**src/rtl/pixel_frame_serializer.sv**
```systemverilog
// Serializes 24-bit {R,G,B} pixels into a header-prefixed byte stream for the UART TX FIFO.
// One frame is HEADER_BYTE followed by TOTAL_PIXELS pixels; FIFO-full stalls the byte in flight.
module pixel_frame_serializer #(
    parameter int                    DATA_WIDTH      = 8,
    parameter int                    TOTAL_PIXELS    = 9600,
    parameter int                    PIXEL_CNT_WIDTH = 16,
    parameter logic [DATA_WIDTH-1:0] HEADER_BYTE     = 8'hAA
) (
    input  logic                         clk,
    input  logic                         reset,
    input  logic                         start,
    input  logic                         pixel_valid,
    input  logic [3*DATA_WIDTH-1:0]      pixel_data,
    output logic                         pixel_ready,
    input  logic                         full,
    output logic                         push,
    output logic [DATA_WIDTH-1:0]        push_data,
    output logic [PIXEL_CNT_WIDTH-1:0]   pixel_cnt,
    output logic                         busy,
    output logic                         frame_done
);

    localparam int PW = 3 * DATA_WIDTH;
    localparam logic [PIXEL_CNT_WIDTH-1:0] LAST_PIXEL = PIXEL_CNT_WIDTH'(TOTAL_PIXELS - 1);

    typedef enum logic [2:0] {
        ST_IDLE     = 3'd0,
        ST_HEADER   = 3'd1,
        ST_WAIT_PIX = 3'd2,
        ST_SEND_R   = 3'd3,
        ST_SEND_G   = 3'd4,
        ST_SEND_B   = 3'd5,
        ST_DONE     = 3'd6
    } state_t;

    state_t                       state_r;
    state_t                       next_state_s;
    logic [PW-1:0]                pixel_r;
    logic [PW-1:0]                pixel_next_s;
    logic [PIXEL_CNT_WIDTH-1:0]   pixel_cnt_r;
    logic [PIXEL_CNT_WIDTH-1:0]   pixel_cnt_next_s;
    logic                         push_s;
    logic [DATA_WIDTH-1:0]        push_data_s;
    logic                         pixel_ready_s;
    logic                         busy_s;
    logic                         frame_done_s;

    // State, latched pixel and pixel counter registers
    always_ff @(posedge clk) begin
        if (reset) begin
            state_r     <= ST_IDLE;
            pixel_r     <= '0;
            pixel_cnt_r <= '0;
        end else begin
            state_r     <= next_state_s;
            pixel_r     <= pixel_next_s;
            pixel_cnt_r <= pixel_cnt_next_s;
        end
    end

    // Next-state logic and per-state output decode; every byte state holds while the FIFO is full
    always_comb begin
        next_state_s     = state_r;
        pixel_next_s     = pixel_r;
        pixel_cnt_next_s = pixel_cnt_r;
        push_s           = 1'b0;
        push_data_s      = '0;
        pixel_ready_s    = 1'b0;
        busy_s           = 1'b1;
        frame_done_s     = 1'b0;
        case (state_r)
            ST_IDLE: begin
                busy_s = 1'b0;
                if (start) begin
                    next_state_s = ST_HEADER;
                end else begin
                    next_state_s = ST_IDLE;
                end
            end
            ST_HEADER: begin
                push_data_s = HEADER_BYTE;
                if (!full) begin
                    push_s       = 1'b1;
                    next_state_s = ST_WAIT_PIX;
                end else begin
                    next_state_s = ST_HEADER;
                end
            end
            ST_WAIT_PIX: begin
                pixel_ready_s = 1'b1;
                if (pixel_valid) begin
                    pixel_next_s = pixel_data;
                    next_state_s = ST_SEND_R;
                end else begin
                    next_state_s = ST_WAIT_PIX;
                end
            end
            ST_SEND_R: begin
                push_data_s = pixel_r[PW-1 -: DATA_WIDTH];
                if (!full) begin
                    push_s       = 1'b1;
                    next_state_s = ST_SEND_G;
                end else begin
                    next_state_s = ST_SEND_R;
                end
            end
            ST_SEND_G: begin
                push_data_s = pixel_r[2*DATA_WIDTH-1 -: DATA_WIDTH];
                if (!full) begin
                    push_s       = 1'b1;
                    next_state_s = ST_SEND_B;
                end else begin
                    next_state_s = ST_SEND_G;
                end
            end
            ST_SEND_B: begin
                push_data_s = pixel_r[DATA_WIDTH-1:0];
                if (!full) begin
                    push_s = 1'b1;
                    // The counter wraps only when the final pixel of the frame leaves
                    if (pixel_cnt_r == LAST_PIXEL) begin
                        pixel_cnt_next_s = '0;
                        next_state_s     = ST_DONE;
                    end else begin
                        pixel_cnt_next_s = pixel_cnt_r + PIXEL_CNT_WIDTH'(1);
                        next_state_s     = ST_WAIT_PIX;
                    end
                end else begin
                    next_state_s = ST_SEND_B;
                end
            end
            ST_DONE: begin
                frame_done_s = 1'b1;
                next_state_s = ST_IDLE;
            end
            default: begin
                busy_s       = 1'b0;
                next_state_s = ST_IDLE;
            end
        endcase
    end

    assign push        = push_s;
    assign push_data   = push_data_s;
    assign pixel_ready = pixel_ready_s;
    assign busy        = busy_s;
    assign frame_done  = frame_done_s;
    assign pixel_cnt   = pixel_cnt_r;

endmodule
```
**config.mk**
```make
export PLATFORM = sky130hd
export DESIGN_NAME = pixel_frame_serializer
export DESIGN_NICKNAME = d
export VERILOG_FILES = /design/src/rtl/pixel_frame_serializer.sv
export SDC_FILE = /design/constraint.sdc
export NUM_CORES = 1
export LEC_CHECK = 0
export BUFFER_PORTS_ARGS = -buffer_cell sky130_fd_sc_hd__clkbuf_2
export CORE_MARGIN = 5
export CORE_UTILIZATION = 30
export CTS_CLUSTER_SIZE = 14
export DETAILED_ROUTE_END_ITERATION = 7
export PLACE_DENSITY_LB_ADDON = 0.08
export SYNTH_ARGS = -nofsm -noshare
export SYNTH_HDL_FRONTEND = slang
export SYNTH_SLANG_ARGS = --single-unit
```
**constraint.sdc**
```tcl
create_clock -name clk -period 1.4 [get_ports clk]
set_input_delay 0.07 -clock clk [delete_from_list [all_inputs] [get_ports clk]]
set_output_delay 0.07 -clock clk [all_outputs]
set_load 0.01 [all_outputs]
```
**Word-level counts from Yosys, hierarchy flattened**

Cells that the tools add are included.

- Register bits: 43
- Input bits: 29
- Output and inout port bits: 28
- Logic and storage cells: 32

- Add/subtract/negate cells: 1
- Eq/ne operators: 7
- Multiplexer cells: 15
- Bitwise logic cells: 1
- Reduce and logical (&&, ||, !) cells: 5

Operators by type and width:

| kind | number |
|---|---|
| $pmux W8 S4 | 1 |
| $pmux W3 S6 | 1 |
| $add A16 B1 Y16 const B | 1 |
| $eq A16 B14 Y1 const B | 1 |
| $mux W16 | 1 |
| $eq A3 B3 Y1 const B | 3 |
| $mux W3 | 3 |
| $mux W1 | 8 |
| $eq A3 B2 Y1 const B | 2 |
| $reduce_or A6 Y1 | 1 |
| $reduce_and A2 Y1 | 2 |
| $reduce_or A4 Y1 | 1 |
| $eq A3 B1 Y1 const B | 1 |
| $logic_not A3 Y1 | 1 |
| $mux W2 | 1 |
| $not A1 Y1 | 1 |

**Depth between registers and ports, before layout**

Gate-level depths: netlist (run 1).

- Depth after elaboration: 4
- Gate-level depth with buffers: 7
- Depth with buffers taken out: 5

**Least setup slack after synthesis (run 1)**

Ideal clock, no wire load.

- Path kind: register to register
- From: register pixel_cnt_r[0] (netlist: pixel_cnt[0])
- To: register pixel_cnt_r[10] (netlist: pixel_cnt[10])
- Setup time: 0.117 ns
- Arrival: 1.429 ns
- Data required time: 1.283 ns
- Slack: -0.146 ns
- Cell stages (with the launch flop): 7
- Path buffers: 1
- Period minus slack after synthesis: 1.546 ns
- Cell sequence: dfxtp_1 -> ha_1 -> and3_1 -> nand3_4 -> o21ai_2 -> buf_2 -> nor2_1

- Longest elaborated chain between the ends: 2
- Elaborated cells between the ends (all ways): 3
- Classes of those cells: 1 x add/sub; 1 x eq/ne; 1 x mux

RTL lines:

| item | RTL line | source |
|---|---|---|
| start, declared | 40 | `logic [PIXEL_CNT_WIDTH-1:0] pixel_cnt_r;` |
| start signal, assigned | 57 | `pixel_cnt_r <= pixel_cnt_next_s;` |
| $add A16 B1 Y16 / $eq A16 B14 Y1 (equally long branches) | 125, 121 |  |
| $mux W16 * | 121 | `if (pixel_cnt_r == LAST_PIXEL) begin` |

Mark *: on every way between the ends. The rest lies on a longest branch, timed or not.
A chain may end at the register's enable or synchronous reset.

**Final worst setup path (run 1)**

- From: register state_r[0]
- To: register pixel_cnt_r[8] (netlist: pixel_cnt[8])

- Longest elaborated chain between the ends: 2

RTL lines:

| item | RTL line | source |
|---|---|---|
| start, declared | 36 | `state_t state_r;` |
| start signal, assigned | 55 | `state_r <= next_state_s;` |
| $eq A3 B3 Y1 | 71 | `case (state_r)` |
| $reduce_and A2 Y1 (no line) | - |  |

No other way between the ends.

==> flow_summary.toml, run 1 <==
[critical_path]
start_kind = "register"
crit_family = "simple AND/OR/NAND/NOR gates"
critPathCaptureType = "register"
critPathMaxFanout = 5
max_stage_delay_ps = 340
crit_buf_inv = 2
cp.required_ps = 1590
critPathArrivalTime_ps = 1660
path_cells = "buf_4, and4bb_2, nand3_4, o21ai_2, buf_6, nor2_4"
critPathSlowestCell = "dfxtp_2"
critPathKind = "register to register"

[clock_network]
htreeDepth = 2
cts_buffer_depth = 2
clk_pin_slew_ps = 80
clk_latency_ps = 290
numCtsBuffers = 5
cts.sinks = 43
cts_tree = "done"
root_buffer = "clkbuf_8"

[yosys]
async_flop_share = 0
synth-edff-count = 0
syn_nets = 286
synth.distinct_cells = 42
ys_seq_area_frac = 0.4198
netlist_instances = 256
mappedNetlistArea_um2 = 2051
syn_avg_cell_area_um2 = 8.011
yosys-top-cells-area = "dfxtp_1 42%, nand2_1 11%, a21oi_1 7.3%"
synth_area_leader_cell = "dfxtp_1"
ys_warn_count = 0
synthFlopType = "dfxtp_1"
ys_seq_elements = 43
synthDominantCellAreaShare = 0.4198

[timing]
slew_viol_final = 0
finClkSkew_ps = 6.290
finalCritPeriodShare = 1.053
whs_ps = 10.77
max_freq_ghz = 0.6786
final.setup.tns_ps = -805.1
rsz0062_at_grt = "true"
slew_headroom = 0.8074
finalHoldViolCount = 0
setup_viol = 21
worst_pin_slew_ps = 288.0
fin_ws_ps = -73.57
period_needed_ps = 1474

[placement]
io_buffers = 56
gp_congestion = 0.7815
placed_area_um2 = 2616
hpwl_um = 4346

[power_and_ir_drop]
p_per_area_nw_per_um2 = 748.8
leakagePower_nw = 1.273
ir_worst_vdd_mv = 0.4226
report.power.total_w = 0.002415

[final_layout]
final_cell_mix = "59 x nand2_1, 48 x clkbuf_2, 36 x dfxtp_1, 27 x buf_4, 26 x a21oi_1"
layout_commonest_cell = "nand2_1"
fill_cells = 699
area.growth.synth_to_final_pct = 57.29
diodes = 0
fin_area_um2 = 3226
nNetsFinal = 392
drive_above_1_share = 0.4298

[drt]
dr.pass1.iters = 4
wirelength_um = 5917
wire_per_inst_um = 13.36
route.detailed.drc = 0
vias = 2082
dr.first_iter.drc_count = 86
drt-vias-per-instance = 4.700
ant_nets = 0

[status]
violations = "setup timing"
status = "finished, violations left"

[grt]
grt_pass1_wl_um = 9570
grt_usage = 0.1386
overflow = 0
grt_pass1_vias = 1926
antenna_found_initial = 0
grt_max_degree = 20

[floorplan]
die_y_um = 92.68
io_pins = 57
start_util = 0.3052
dieArea_um2 = 8590
coreArea_um2 = 6719
row_count = 30
die_w_um = 92.68

[hold_path]
hp-class = "input pin to register"

[run]
maxCapViolations = 0
layer usage:
metal | track usage | routed length [um] | up-vias
met5 | 0 | 0 | -
met4 | 0.03663 | 45 | 0
met3 | 0.03493 | 200 | 4
met2 | 0.1994 | 2450 | 33
met1 | 0.2042 | 3220 | 957
li1 | - | - | 1088
cell usage after synthesis (2+ instances only):
| cell | number |
|---|---|
| nand2_1 | 61 |
| nor2_1 | 18 |
| o21ai_0 | 6 |
| nor4_1 | 3 |
| and2_1 | 2 |
| buf_6 | 2 |
| a22o_1 | 4 |
| buf_2 | 4 |
| clkbuf_1 | 8 |
| buf_4 | 2 |
| nor3_1 | 4 |
| nand4_1 | 7 |
| mux2i_1 | 4 |
| and3_1 | 5 |
| nor2b_1 | 4 |
| xnor2_1 | 7 |
| nand3_1 | 2 |
| inv_1 | 7 |
| mux2_2 | 2 |
| nand2b_1 | 2 |
| nor3b_1 | 2 |
| a21oi_1 | 30 |
| dfxtp_1 | 43 |
| o22ai_1 | 4 |
| or3_1 | 2 |
| xor2_1 | 5 |
repair_timing:
action / in CTS / in global routing
cloned: 1 / 1
buffers inserted: 3 / 4
endpoints found under the hold margin: 17 / 2
pin swaps: 13 / 22
gates resized for setup: 29 / 53
hold buffers: 17 / 2
setup endpoints to repair: 36 / 52
layout make-up:
| type | count | area, um^2 | area share |
|---|---|---|---|
| Multi-Input combinational cell | 190 | 1319 | 0.4088 |
| Sequential cell | 43 | 877.1 | 0.2719 |
| Timing Repair Buffer | 115 | 822.0 | 0.2548 |
| Tap cell | 80 | 100.1 | 0.03103 |
| Clock buffer | 7 | 76.32 | 0.02366 |
| Inverter | 7 | 26.28 | 0.008146 |
| Clock inverter | 1 | 5.005 | 0.001552 |
through the flow:
step                worst slack (ps)  std cells  utilization
floorplan                      29.46        256            -
global placement              -54.92        408       0.3894
detailed placement            -31.26        408       0.3894
CTS                           -101.9        437       0.4432
global route                  -145.9        443       0.4801
finish                        -73.57        443       0.4801
worst register-to-register path, cell delays in order (launching register included):
cell      delay [ps]
dfxtp_2          340
buf_4            130
and4bb_2         290
nand3_4          110
o21ai_2          270
buf_6            200
nor2_4            50
cells by family (layout without fill, tap and decap cells):
logic type,count (synthesis),count (layout),synth area share
simple gates,122,122,0.2977
xor+xnor,12,12,0.05125
mux,6,6,0.03051
flops,43,43,0.4198
buf+inv,23,130,0.05552
fa+ha+maj,1,1,0.006100
compound gates,49,49,0.1391
state kept, by name, indices dropped and copies added, names as in the netlist:
register and count:
pixel_r 24, pixel_cnt 16, state_r 3
worst paths after layout:
check | to | from | depth (start not counted) | slack (ps)
setup / recovery | pixel_cnt[8] | state_r[0] | 6 | -70
hold / removal | pixel_r[14] | pixel_data[14] | 3 | 10
setup reg to reg | pixel_cnt[8] | state_r[0] | 6 | -70
hold reg to reg | pixel_r[1] | pixel_r[1] | 2 | 460
power breakdown:
part	leakage (nW)	internal [W]	switching, W
clock network	0.0422	0.000351	0.000415
logic	0.880	0.000211	0.000180
registers	0.351	0.00124	0.0000179
Power figures use the tool's default switching activity.
==> run 2: changes to the inputs <==
Settings changed: ABC_CLOCK_PERIOD_IN_PS set to 1400, BUFFER_PORTS_ARGS -buffer_cell sky130_fd_sc_hd__clkbuf_2 to unset, CORE_ASPECT_RATIO set to 0.8, DONT_BUFFER_PORTS set to 1.
==> run 2 against run 1 <==
Against the previous run: cell count shrank 3.8%; the run still ends with setup timing left; maximum frequency shrank 0.14%; first-iteration DRC count shrank 36%; critical path depth shrank 1.
==> flow_summary.toml, run 2 (synthesized netlist as in run 1, its figures left out) <==
[status]
status = "finished, violations left"
violations = "setup timing"

[final_layout]
fill_cells = 649
fin_cells = 426
diodes = 0
fin_area_um2 = 3461
drive_above_1_share = 0.4248
layout_commonest_cell = "nand2_1"
largest_reg_flops = 24
final_cell_mix = "48 x nand2_1, 46 x buf_4, 35 x dfxtp_1, 24 x dlygate4sd3_1, 17 x a21oi_2"
nNetsFinal = 368
regMostFlops = "pixel_r"
area.growth.synth_to_final_pct = 68.76

[critical_path]
reg2regPathDepth = 4
timing.rr.start = "pixel_cnt[11]"
start_kind = "register"
cp.required_ps = 1330
r2r_setup_slack_ps = -50
path_common_cell = "buf_6"
path_cells = "buf_6, buf_6, nor2b_1, o22ai_1, a22o_1"
critPathArrivalTime_ps = 1410
critPathSlowestCell = "dfxtp_2"
critPathMaxFanout = 7
critPathCaptureType = "output pin"
max_stage_delay_ps = 330
critPathKind = "register to output pin"
r2r_end = "state_r[2]"

[run]
maxCapViolations = 0

[timing]
finalHoldViolCount = 0
slew_viol_final = 0
rsz0062_at_grt = "true"
whs_ps = 34.13
finalCritPeriodShare = 1.054
period_needed_ps = 1476
fin_ws_ps = -75.69
worst_pin_slew_ps = 275.3
finClkSkew_ps = 8.984
slew_headroom = 0.8163
max_freq_ghz = 0.6777
final.setup.tns_ps = -920.3
setup_viol = 43

[floorplan]
start_util = 0.3035
die_w_um = 102.4
io_pins = 57
row_count = 27
die_y_um = 83.95
coreArea_um2 = 6756
dieArea_um2 = 8599

[drt]
drt-vias-per-instance = 4.824
dr.first_iter.drc_count = 55
dr_wl_met2_um = 2635
route.detailed.drc = 0
wl_met1_um = 3375
wirelength_um = 6419
wl_met3_um = 335
vias = 2055
wire_per_inst_um = 15.07
dr.pass1.iters = 4
topRoutingLayerUsed = "met4"
ant_nets = 0

[grt]
grt_max_degree = 30
grt_usage = 0.1448
grt_pass1_vias = 1906
antenna_found_initial = 0
grt_pass1_wl_um = 9839
overflow = 0

[hold_path]
whs_endpoint = "pixel_r[8]"
holdCritStartpoint = "reset"
hold_depth = 2
hp-class = "input pin to register"

[placement]
hpwl_um = 4252
gp_congestion = 0.7524
dp.cells = 373
placed_area_um2 = 2487
io_buffers = 0

[power_and_ir_drop]
ir_worst_vdd_mv = 0.3818
p_per_area_nw_per_um2 = 830.5
report.power.total_w = 0.002874
leakagePower_nw = 1.370

[clock_network]
cts_tree = "done"
numCtsBuffers = 5
cts.sinks = 43
clk_pin_slew_ps = 90
cts_buffer_depth = 2
htreeDepth = 2
root_buffer = "clkbuf_8"
clk_latency_ps = 300
run 2: through the flow:
stage / worst slack, ps / util
2_1_floorplan: 29.46 / -
3_3_place_gp: -41.75 / 0.3681
3_5_place_dp: -20.65 / 0.3681
4_1_cts: -99.18 / 0.4589
5_1_grt: -153.3 / 0.5122
6_report: -75.69 / 0.5122
run 2: layer usage:
layer	GRT usage	vias up
met3	0.03258	9
met1	0.2202	953
li1	-	1046
met5	0	-
met2	0.2011	47
met4	0.03933	0
run 2: worst max-delay path, delay by kind of cell, from the launching register on:
family	cells	cell delay [ps]
AO/OA/AOI/OAI	2	410
flip-flops	1	330
buffers and inverters	2	250
AND/OR/NAND/NOR	1	120
run 2: cell type report:
cell class / instances / area (um^2) / area share
clock buffers: 5 / 68.82 / 0.01988
repair buffers: 91 / 890.9 / 0.2574
multi-input cells: 190 / 1421 / 0.4107
inverters: 7 / 30.03 / 0.008677
clock inverters: 3 / 67.56 / 0.01952
well taps: 87 / 108.9 / 0.03145
flip-flops and latches: 43 / 873.3 / 0.2524
run 2: timing repair:
item                                    CTS  global route
gates cloned                              1             2
pin swaps                                11            34
endpoints found under the setup margin   26            52
endpoints found under the hold margin    30             0
hold buffers                             25             0
setup buffers                             9             9
gates resized for setup                  36            61
run 2: how the worst max path moves through the flow:
stage	startpoint	endpoint	slack (ps)
floorplan	state_r[2]	pixel_r[15]	30
global placement	pixel_cnt[9]	state_r[2]	-40
detailed placement	pixel_cnt[10]	pixel_cnt[10]	-20
CTS	state_r[0]	push_data[1]	-100
global route	state_r[2]	push_data[7]	-150
finish	state_r[2]	push_data[7]	-80
run 2: power breakdown:
part / switching (W) / internal (W)
clock: 0.000449 / 0.000712
combinational: 0.000207 / 0.000246
sequential: 0.0000160 / 0.00124
total: 0.000672 / 0.00220
==> run 3: changes to the inputs <==
Settings changed: PLACE_DENSITY_LB_ADDON 0.08 to unset, RECOVER_POWER set to 50, SKIP_LAST_GASP set to 1.
==> run 3 against run 2 <==
Against the previous run: the run still ends with setup timing left; final area grew 3.9%; critical path depth is the same; core utilization grew 2.0 points.
==> flow_summary.toml, run 3 (synthesized netlist as in run 1, its figures left out) <==
[timing]
final.setup.tns_ps = -957.0
finalHoldViolCount = 0
fin_ws_ps = -126.3
finClkSkew_ps = 9.383
setup_viol = 30
worst_pin_slew_ps = 1443
slew_headroom = 0.03803
rsz0062_at_grt = "true"
slew_viol_final = 0
period_needed_ps = 1526
finalCritPeriodShare = 1.090
max_freq_ghz = 0.6552

[final_layout]
final_cell_mix = "52 x buf_4, 41 x nand2_1, 38 x dfxtp_1, 26 x dlygate4sd3_1, 18 x nand2_4"
diodes = 0
regMostFlops = "pixel_r"
area.growth.synth_to_final_pct = 75.29
fin_cells = 437
largest_reg_flops = 24
drive_above_1_share = 0.4600
final_util = 0.5320
fill_cells = 577
nNetsFinal = 379
fin_area_um2 = 3595
layout_commonest_cell = "buf_4"

[clock_network]
clk_pin_slew_ps = 80
cts.sinks = 43
cts_buffer_depth = 2
numCtsBuffers = 5
htreeDepth = 2
root_buffer = "clkbuf_8"
cts_tree = "done"
clk_latency_ps = 290

[status]
status = "finished, violations left"
violations = "setup timing"

[run]
maxCapViolations = 0

[drt]
drt-vias-per-instance = 5.037
dr.pass1.iters = 4
ant_nets = 0
wire_per_inst_um = 16.56
vias = 2201
route.detailed.drc = 0
dr.first_iter.drc_count = 112
wirelength_um = 7237

[grt]
grt_pass1_wl_um = 9639
overflow = 0
grt_max_degree = 29
antenna_found_initial = 0
grt_usage = 0.1371
grt_pass1_vias = 1907

[critical_path]
start_kind = "register"
critPathCaptureType = "output pin"
critPathKind = "register to output pin"
max_stage_delay_ps = 330
path_cells = "buf_6, buf_8, nor3b_2, buf_4, a22o_1"
critPathMaxFanout = 5
critPathSlowestCell = "dfxtp_2"
cp.required_ps = 1330
r2r_setup_slack_ps = -120
critPathArrivalTime_ps = 1460

[power_and_ir_drop]
report.power.total_w = 0.002554
p_per_area_nw_per_um2 = 710.5
leakagePower_nw = 1.460
ir_worst_vdd_mv = 0.3453

[placement]
io_buffers = 0
dp.cells = 372
placed_area_um2 = 2455
gp_congestion = 0.7973
hpwl_um = 4074

[floorplan]
io_pins = 57
dieArea_um2 = 8599
row_count = 27
die_w_um = 102.4
start_util = 0.3035
coreArea_um2 = 6756
die_y_um = 83.95

[hold_path]
hp-class = "input pin to register"
## run 3: worst paths after layout
| kind | start | endpoint | depth (start not counted) |
|---|---|---|---|
| max | state_r[0] | push_data[3] | 5 |
| min | full | state_r[0] | 2 |
| max reg2reg | pixel_cnt[1] | state_r[2] | 5 |
| min reg2reg | pixel_r[23] | pixel_r[23] | 2 |
## run 3: power by group
group / switching (W) / total (W) / internal (W)
combinational: 0.000236 / 0.000514 / 0.000278
clock: 0.000430 / 0.000779 / 0.000349
sequential: 0.0000189 / 0.00126 / 0.00124
total: 0.000684 / 0.00255 / 0.00187
## run 3: repair_timing
item	4_1_cts	5_1_grt
buffers inserted	13	11
setup endpoints to repair	38	52
hold buffers	27	0
cloned	1	5
pin swaps	8	49
resized for setup	27	101
hold endpoints to repair	29	0
## run 3: cell type report
class | instances | area [um^2] | area share
multi-input combinational | 190 | 1515 | 0.4215
timing repair buffer | 102 | 979.7 | 0.2725
sequential | 43 | 874.6 | 0.2433
tap | 87 | 108.9 | 0.03028
clock buffer | 6 | 72.57 | 0.02019
inverter | 7 | 31.28 | 0.008702
clock inverter | 2 | 12.51 | 0.003481
## run 3: worst max-delay path: cells and delay by family (launching register included)
| kind | cells | cell delay, ps |
|---|---|---|
| compound gates | 1 | 200 |
| buf+inv | 3 | 440 |
| flops | 1 | 330 |
| simple gates | 1 | 190 |
## run 3: metrics by stage
| stage | setup slack [ps] | hold slack (ps) |
|---|---|---|
| finish | -126.3 | 71.98 |
| global placement | 4.147 | 145.4 |
| detailed placement | -9.324 | 147.5 |
| floorplan | 29.46 | 184.1 |
| global route | -179.9 | 67.01 |
| CTS | -24.76 | 66.68 |
## run 3: routing by layer
metal / wire (um) / global-route usage / vias to the layer above
met5: 0 / 0 / -
met4: 123 / 0.03337 / 0
met3: 329 / 0.03091 / 12
met2: 3525 / 0.2163 / 56
met1: 3258 / 0.1879 / 1070
li1: - / - / 1063
